--- src/rtl/row_feeder_pkg.sv ---
// Shared types and helpers for the row package feeder.
package row_feeder_pkg;

  localparam int unsigned WORD_W = 32;

  typedef enum logic [2:0] {
    IDLE,
    FETCH,
    PRESENT,
    WAIT_REQ,
    WAIT_FIN
  } state_t;

  function automatic int unsigned ceil_div(input int unsigned num, input int unsigned den);
    return (num + den - 1) / den;
  endfunction

endpackage

--- src/rtl/package_assembler.sv ---
// Staging register for one NI-word package pair: slot index, read pipeline
// tracking, zero-pad insertion and MSB-first shift-in.
module package_assembler
  import row_feeder_pkg::*;
#(
  parameter int unsigned NI = 8
) (
  input  logic                 clk,
  input  logic                 reset,
  input  logic                 fetch,
  input  logic                 pad,
  input  logic [WORD_W-1:0]    a_data,
  input  logic [WORD_W-1:0]    b_data,
  output logic                 issue_c,
  output logic                 last_issued_c,
  output logic [WORD_W*NI-1:0] stage_a_next_c,
  output logic [WORD_W*NI-1:0] stage_b_next_c
);

  localparam int unsigned KW = $clog2(NI + 1);
  localparam int unsigned PW = WORD_W * NI;

  logic [KW-1:0] k;
  logic          vld1, pad1, last1;
  logic          vld2, pad2;
  logic [PW-1:0] stage_a, stage_b;

  assign issue_c       = fetch && (k != KW'(NI));
  assign last_issued_c = vld1 && last1;

  // Stage 1 tracks the registered read strobe, stage 2 the cycle its data is valid.
  always_comb begin
    stage_a_next_c = stage_a;
    stage_b_next_c = stage_b;
    if (vld2) begin
      stage_a_next_c = {stage_a[PW-WORD_W-1:0], pad2 ? WORD_W'(0) : a_data};
      stage_b_next_c = {stage_b[PW-WORD_W-1:0], pad2 ? WORD_W'(0) : b_data};
    end
  end

  always_ff @(posedge clk) begin
    if (reset) begin
      k       <= '0;
      vld1    <= 1'b0;
      pad1    <= 1'b0;
      last1   <= 1'b0;
      vld2    <= 1'b0;
      pad2    <= 1'b0;
      stage_a <= '0;
      stage_b <= '0;
    end else begin
      if (!fetch) k <= '0;
      else if (issue_c) k <= k + KW'(1);
      vld1    <= issue_c;
      pad1    <= pad;
      last1   <= issue_c && (k == KW'(NI - 1));
      vld2    <= vld1;
      pad2    <= pad1;
      stage_a <= stage_a_next_c;
      stage_b <= stage_b_next_c;
    end
  end

endmodule

--- src/rtl/row_package_feeder.sv ---
// Feeds two NOE-element fp32 rows to the dot-product engine as NI-word packages.
// Define ROW_FEEDER_PREFETCH_EN to fetch the next package while the engine works.
module row_package_feeder
  import row_feeder_pkg::*;
#(
  parameter int unsigned NOE = 10,
  parameter int unsigned NI  = 8,
  parameter int unsigned AW  = 10
) (
  input  logic                 clk,
  input  logic                 reset,
  input  logic                 start,
  input  logic [AW-1:0]        base_addr,
  output logic                 mem_rd_en,
  output logic [AW-1:0]        mem_addr,
  input  logic [WORD_W-1:0]    mem_a_data,
  input  logic [WORD_W-1:0]    mem_b_data,
  output logic [WORD_W*NI-1:0] first_row_output,
  output logic [WORD_W*NI-1:0] second_row_output,
  output logic                 read_now,
  output logic [31:0]          no_of_multiples,
  input  logic                 prepare_new_input,
  input  logic                 finish,
  input  logic [WORD_W-1:0]    dot_product_in,
  output logic [WORD_W-1:0]    result,
  output logic                 busy,
  output logic                 done
);

  localparam int unsigned NPKG = ceil_div(NOE, NI);
  localparam int unsigned EW   = $clog2(NPKG * NI + 1);
  localparam int unsigned PCW  = (NPKG > 1) ? $clog2(NPKG) : 1;
  localparam int unsigned PW   = WORD_W * NI;

  state_t        state, state_next;
  logic [PCW-1:0] pkg, pkg_next;
  logic [EW-1:0] elem, elem_next;
  logic [AW-1:0] base, base_next;
  logic          staged, staged_next;
  logic          pending, pending_next;

  logic              rd_en_next;
  logic [AW-1:0]     addr_next;
  logic [PW-1:0]     first_next, second_next;
  logic              read_now_next, done_next;
  logic [WORD_W-1:0] result_next;

  logic          issue_c, last_issued_c, pad_c, last_pkg_c;
  logic [PW-1:0] stage_a_next_c, stage_b_next_c;

  assign pad_c           = (elem >= EW'(NOE));
  assign last_pkg_c      = (pkg == PCW'(NPKG - 1));
  assign no_of_multiples = 32'(NPKG);

  package_assembler #(.NI(NI)) u_asm (
    .clk            (clk),
    .reset          (reset),
    .fetch          (state == FETCH),
    .pad            (pad_c),
    .a_data         (mem_a_data),
    .b_data         (mem_b_data),
    .issue_c        (issue_c),
    .last_issued_c  (last_issued_c),
    .stage_a_next_c (stage_a_next_c),
    .stage_b_next_c (stage_b_next_c)
  );

  always_comb begin
    state_next    = state;
    pkg_next      = pkg;
    elem_next     = elem;
    base_next     = base;
    staged_next   = staged;
    pending_next  = pending;
    rd_en_next    = 1'b0;
    addr_next     = mem_addr;
    first_next    = first_row_output;
    second_next   = second_row_output;
    read_now_next = 1'b0;
    result_next   = result;
    done_next     = 1'b0;

    // One slot per cycle; padded slots advance the element count without a read.
    if (issue_c) begin
      elem_next  = elem + EW'(1);
      rd_en_next = !pad_c;
      if (!pad_c) addr_next = base + AW'(elem);
    end

    case (state)
      IDLE: begin
        if (start) begin
          state_next   = FETCH;
          pkg_next     = '0;
          elem_next    = '0;
          base_next    = base_addr;
          staged_next  = 1'b0;
          pending_next = 1'b0;
        end
      end
      FETCH: begin
`ifdef ROW_FEEDER_PREFETCH_EN
        if (prepare_new_input) pending_next = 1'b1;
        if (last_issued_c) begin
          pending_next = 1'b0;
          if ((pkg == '0) || pending || prepare_new_input) begin
            state_next = PRESENT;
          end else begin
            state_next  = WAIT_REQ;
            staged_next = 1'b1;
          end
        end
`else
        if (last_issued_c) state_next = PRESENT;
`endif
      end
      PRESENT: begin
        // The last slot's data is on the bus now, so copy the post-capture value.
        first_next    = stage_a_next_c;
        second_next   = stage_b_next_c;
        read_now_next = 1'b1;
        staged_next   = 1'b0;
`ifdef ROW_FEEDER_PREFETCH_EN
        if (!last_pkg_c) begin
          state_next = FETCH;
          pkg_next   = pkg + PCW'(1);
        end else begin
          state_next = WAIT_REQ;
        end
`else
        state_next = WAIT_REQ;
`endif
      end
      WAIT_REQ: begin
        if (prepare_new_input) begin
          if (staged) begin
            state_next = PRESENT;
          end else if (!last_pkg_c) begin
            state_next = FETCH;
            pkg_next   = pkg + PCW'(1);
          end else begin
            state_next = WAIT_FIN;
          end
        end
      end
      WAIT_FIN: begin
        if (finish) begin
          result_next = dot_product_in;
          done_next   = 1'b1;
          state_next  = IDLE;
        end
      end
      default: state_next = IDLE;
    endcase
  end

  always_ff @(posedge clk) begin
    if (reset) begin
      state             <= IDLE;
      pkg               <= '0;
      elem              <= '0;
      base              <= '0;
      staged            <= 1'b0;
      pending           <= 1'b0;
      mem_rd_en         <= 1'b0;
      mem_addr          <= '0;
      first_row_output  <= '0;
      second_row_output <= '0;
      read_now          <= 1'b0;
      result            <= '0;
      busy              <= 1'b0;
      done              <= 1'b0;
    end else begin
      state             <= state_next;
      pkg               <= pkg_next;
      elem              <= elem_next;
      base              <= base_next;
      staged            <= staged_next;
      pending           <= pending_next;
      mem_rd_en         <= rd_en_next;
      mem_addr          <= addr_next;
      first_row_output  <= first_next;
      second_row_output <= second_next;
      read_now          <= read_now_next;
      result            <= result_next;
      busy              <= (state_next != IDLE);
      done              <= done_next;
    end
  end

endmodule

--- config.mk ---
export PLATFORM = sky130hd
export DESIGN_NAME = row_package_feeder
export DESIGN_NICKNAME = d
export VERILOG_FILES = /design/src/rtl/row_feeder_pkg.sv /design/src/rtl/package_assembler.sv /design/src/rtl/row_package_feeder.sv
export SDC_FILE = /design/constraint.sdc
export NUM_CORES = 2
export LEC_CHECK = 0
export CAP_MARGIN = 20
export CORE_AREA = 2 2 279 281
export DETAILED_ROUTE_END_ITERATION = 8
export DIE_AREA = 0 0 281 283
export PLACE_DENSITY = 0.74
export SYNTH_ARGS = -nofsm -noshare
export SYNTH_HDL_FRONTEND = slang
export SYNTH_SLANG_ARGS = --single-unit
--- constraint.sdc ---
create_clock -name clk -period 3.7 [get_ports clk]
set_input_delay 0.925 -clock clk [delete_from_list [all_inputs] [get_ports clk]]
set_output_delay 0.925 -clock clk [all_outputs]
set_load 0.005 [all_outputs]
Word-level counts from Yosys, hierarchy flattened

Cells that the tools add are included.

Bits in registers: 1,099
Bits of input ports: 111
Output and inout bits: 590
Logic and storage cells: 77

$add $sub $neg: 4
Magnitude comparators: 1
Equal/unequal tests: 9
Multiplexer cells: 22
Bitwise gates (word level): 4
Reduce and logical (&&, ||, !) cells: 16

Operators with widths:

| kind                | count |
|---|---|
| $mux 256            | 2 |
| $mux 32             | 2 |
| $mux 3              | 6 |
| $mux 5              | 3 |
| $pmux 3 s5          | 1 |
| $add 10x5->10       | 1 |
| $reduce_and 2->1    | 4 |
| $eq 3x2->1 const B  | 2 |
| $mux 1              | 6 |
| $ne 2x2->1 const B  | 3 |
| $reduce_or 2->1     | 3 |
| $add 5x1->5 const B | 1 |
| $ge 5x4->1 const B  | 1 |
| $add 4x1->4 const B | 1 |
| $eq 4x3->1 const B  | 1 |
| $ne 4x4->1 const B  | 1 |
| $not 1->1           | 4 |
| $pmux 1 s2          | 2 |
| $reduce_and 4->1    | 1 |
| $reduce_bool 2->1   | 2 |
| $eq 3x1->1 const B  | 1 |
| $eq 3x3->1 const B  | 1 |
| $logic_and 1x1->1   | 3 |
| $logic_not 3->1     | 1 |
| other kinds (3)     | 3 |

Depth between registers and ports, before layout

Depth after elaboration: 5
Gate-level depth with buffers: 7
Depth with buffers taken out: 6

Modules after synthesis

A second synthesis with hierarchy kept.

Cells, all modules: 4,407
Area total of the unflattened synthesis: 42,777.3 sq um

Modules (own cells, without submodules):

| module             | times used | cells each | area an instance (sq um) | seq. area each (sq um) |
|---|---|---|---|---|
| package_assembler  | 1          | 1,829      | 22,302.6                 | 10,430.0 |
| row_package_feeder | 1          | 2,578      | 20,474.6                 | 11,551.1 |

Worst setup path after synthesis

Ideal clock, no wire load.

Path type: input to register
Start: input reset
End: register second_row_output[189]
Library setup time: 0.146 ns
Arrival: 1.835 ns
Required time: 3.554 ns
Path slack: 1.718 ns
Cell stages on the path: 4
Path buffers: 3
Cells stage by stage: buf_2 > clkbuf_1 > clkbuf_1 > a211oi_1

RTL lines:

| what                   | RTL line                  | source |
|---|---|---|
| start: declaration     | row_package_feeder.sv:11  | `input logic reset,` |
| end signal: assignment | row_package_feeder.sv:183 | `second_row_output <= second_next;` |
| end: declaration       | row_package_feeder.sv:19  | `output logic [WORD_W*NI-1:0] second_row_output,` |

No word-level cell between the ends.

Final worst setup path

Start: register second_row_output[254]
End: output second_row_output[254]

No word-level cell between the ends.

==> flow_summary.yaml <==
status:
  status: "completed"
power_and_ir_drop:
  p_leak_nw: 16.2
  power_mw: 24.4
  max-vdd-ir-drop_mv: 0.417
  powerDensity_mw_per_mm2: 500
logic_synthesis:
  synth_top_area_share: 0.581
  synth_top_area_cell: "dfxtp_1"
  synth_edf_count: 0
  synthAdderAreaFrac: 0.00351
  synth_top_cells_by_area: "dfxtp_1, mux2i_1, nor2_1"
  synthFlopType: "dfxtp_1"
  ys_seq_elements: 1098
  muxShareOfSynthArea: 0.119
  synthXorXnorAreaFrac: 0.00185
  synth-async-reset-ratio: 0
  seq_area_frac_synth: 0.581
  synth.distinct_cells: 54
  syn_avg_cell_area_sq_um: 10.1
  netlist_instances: 3753
  synth_top_family_by_area: "compound AO/OA/AOI/OAI gates"
  yosysWarnings: 0
  syn_area_sq_mm: 0.0378
  yosys.area_share.simple: 0.121
  synth-compound-area-share: 0.129
setup_path:
  timing.rr.end: "second_row_output[62]"
  crit_cells: 1
  required_ns: 2.77
  crit_start: "second_row_output[254]"
  r2r_slack_ns: 1.35
  max_stage_delay_ns: 0.69
  worstPathMaxFanout: 2
  crit_type: "flip-flop to primary output"
  crit_chain: "clkdlybuf4s50_1"
  reg2reg_depth: 5
  reg2reg_from: "state[1]"
  cp_slowest_cell: "clkdlybuf4s50_1"
  end_kind: "primary output"
  crit_end: "second_row_output[254]"
  cp.arrival_ns: 1.67
  critical-path-top-delay-family: "buffers and inverters"
  worstPathBufferInverterCount: 1
  critPathLaunchType: "flip-flop"
global_route:
  top_usage_layer: "met2"
  grtUsageMet2: 0.424
  grt_max_degree: 164
  globalRouteTotalUtil: 0.249
  antenna_found_initial: 1
  grt_pass1_wl_mm: 156
  grt_overflow_total: 0
  grt_use_met3: 0.0717
  grt_pass1_vias: 26800
  grt_use_met1: 0.290
drt:
  wl_mm: 102
  drt_pass1_iterations: 5
  first_iter_violations: 1587
  detail-route-antenna-nets: 0
  wl_per_cell_microns: 18.9
  remaining_drc_errors: 0
  via_count: 28100
  routed_via_density: 5.20
cts:
  worstSkewPairLatency_ns: 0.67
  htreeDepth: 3
  clk_path_buf_depth: 3
  cts_root_buf: "clkbuf_16"
  cts_setup_buffers: 0
  cts_tree: "built"
  cts_sinks: 1098
  cts_made_buffers: 109
  cts_resized: 0
  hold_buffers: 0
  clk_pin_slew_worst_paths_ns: 0.06
sta:
  min_period_over_period: 0.702
  period_needed_ns: 2.60
  setup_viol: 0
  hold_violations: 0
  clock-skew-final_ns: 0.0416
  max_slew.worst_pin.slew_ns: 1.08
  final-max-slew-violation-count: 0
  rsz0062_at_grt: "no"
  fin_tns_setup_ns: 0
  fmax_ghz: 0.385
  slew_headroom: 0.282
finish:
  instances_no_fill: 5397
  final_common_cell: "dfxtp_1"
  area_delta_synth_final_pct: 29.2
  fin_area_sq_mm: 0.0489
  drive_gt1_frac: 0.0595
  final_cell_mix: "dfxtp_1, nor2_1, clkdlybuf4s50_1"
  nets: 4385
floorplan:
  start_util: 0.493
  die-area_sq_mm: 0.0795
  rows: 102
  core_area_sq_mm: 0.0767
  ios: 701
  die_h_microns: 283
  die_w_microns: 281
placement:
  dpl_cell_area_sq_mm: 0.0449
  dp_hpwl_mm: 70.9
  portBuffers: 668
  dp.cells: 5193
  gp_congestion: 0.835
worst_hold_path:
  min_path_type: "flip-flop to flip-flop"
job:
  max_cap_viol_count: 0
==> synth_stat cells, types with 2 or more instances <==
library cell	n
nor2b_1	3
dfxtp_1	1098
a211o_1	3
or3_1	4
nand2b_1	2
clkbuf_1	116
nor2_1	1045
nor2_2	2
inv_1	6
nor4_2	2
ha_1	9
a21o_1	2
a211oi_1	507
a211oi_2	11
or2_2	2
buf_1	17
buf_4	34
o21ai_0	6
nand4_1	3
conb_1	2
nand3_1	5
and3_1	3
a22oi_1	63
nor4_1	2
a21oi_1	52
nand3b_1	2
buf_2	173
xnor2_1	3
and4_1	2
xor2_1	5
nor3_1	2
nor3b_1	2
and2_1	2
buf_6	2
nand2_1	94
a311oi_1	2
mux2i_1	448
==> sequential cells by signal, indices dropped and copies added, names as in the netlist, 3 cells and up <==
| name | flops |
|---|---|
| first_row_output | 256 |
| second_row_output | 256 |
| u_asm.stage_a | 256 |
| u_asm.stage_b | 256 |
| result | 32 |
| base | 10 |
| mem_addr | 10 |
| elem | 5 |
| u_asm.k | 4 |
| state | 3 |
==> layer usage <==
layer	up-vias	wire length (microns)	share of wire
met5	-	0	0
met4	0	4860	0.048
met3	194	7100	0.069
met2	629	49800	0.49
met1	13300	40400	0.40
li1	14000	-	-
==> cells by family (layout without fill, tap and decap cells) <==
logic type | Yosys count | count (layout)
AO/OA/AOI/OAI | 656 | 656
XOR/XNOR | 8 | 8
adder cells (fa/ha/maj) | 10 | 10
buffers and inverters | 349 | 922
flip-flops | 1098 | 1098
multiplexers | 448 | 448
other | 2 | 33
AND/OR/NAND/NOR | 1182 | 1182
==> layout make-up <==
type	instances	area (sq um)
Fill cell	6232	27800
Sequential cell	1098	22000
Multi-Input combinational cell	2336	14300
Timing Repair Buffer	713	7300
Clock buffer	159	3260
Tap cell	1040	1300
Clock inverter	44	719
Inverter	6	22.5
Antenna cell	1	2.50
==> worst min-delay path by stage <==
| stage | start | endpoint | slack, ns | cells after the start |
|---|---|---|---|---|
| floorplan | u_asm.pad1 | u_asm.pad2 | 0.41 | 1 |
| global placement | result[1] | result[1] | 0.44 | 2 |
| detailed placement | result[31] | result[31] | 0.45 | 2 |
| CTS | result[31] | result[31] | 0.46 | 2 |
| global route | result[28] | result[28] | 0.47 | 2 |
| finish | result[31] | result[31] | 0.45 | 2 |
==> report_power, final <==
part           internal [mW]  total, mW  switching (mW)
Clock                   7.18       11.9            4.68
Combinational          0.287      0.684           0.397
Sequential              11.9       11.9          0.0375
Total                   19.3       24.4            5.12
==> through the flow <==
| stage | worst slack [ns] | utilization | hold WS [ns] |
|---|---|---|---|
| 6_report | 1.10 | 0.637 | 0.453 |
| 5_1_grt | 1.03 | 0.637 | 0.473 |
| 4_1_cts | 1.06 | 0.637 | 0.455 |
| 3_5_place_dp | 1.24 | 0.585 | 0.447 |
| 3_3_place_gp | 1.27 | 0.585 | 0.441 |
| 2_1_floorplan | 1.72 | - | 0.414 |
Power figures use the tool's default switching activity.
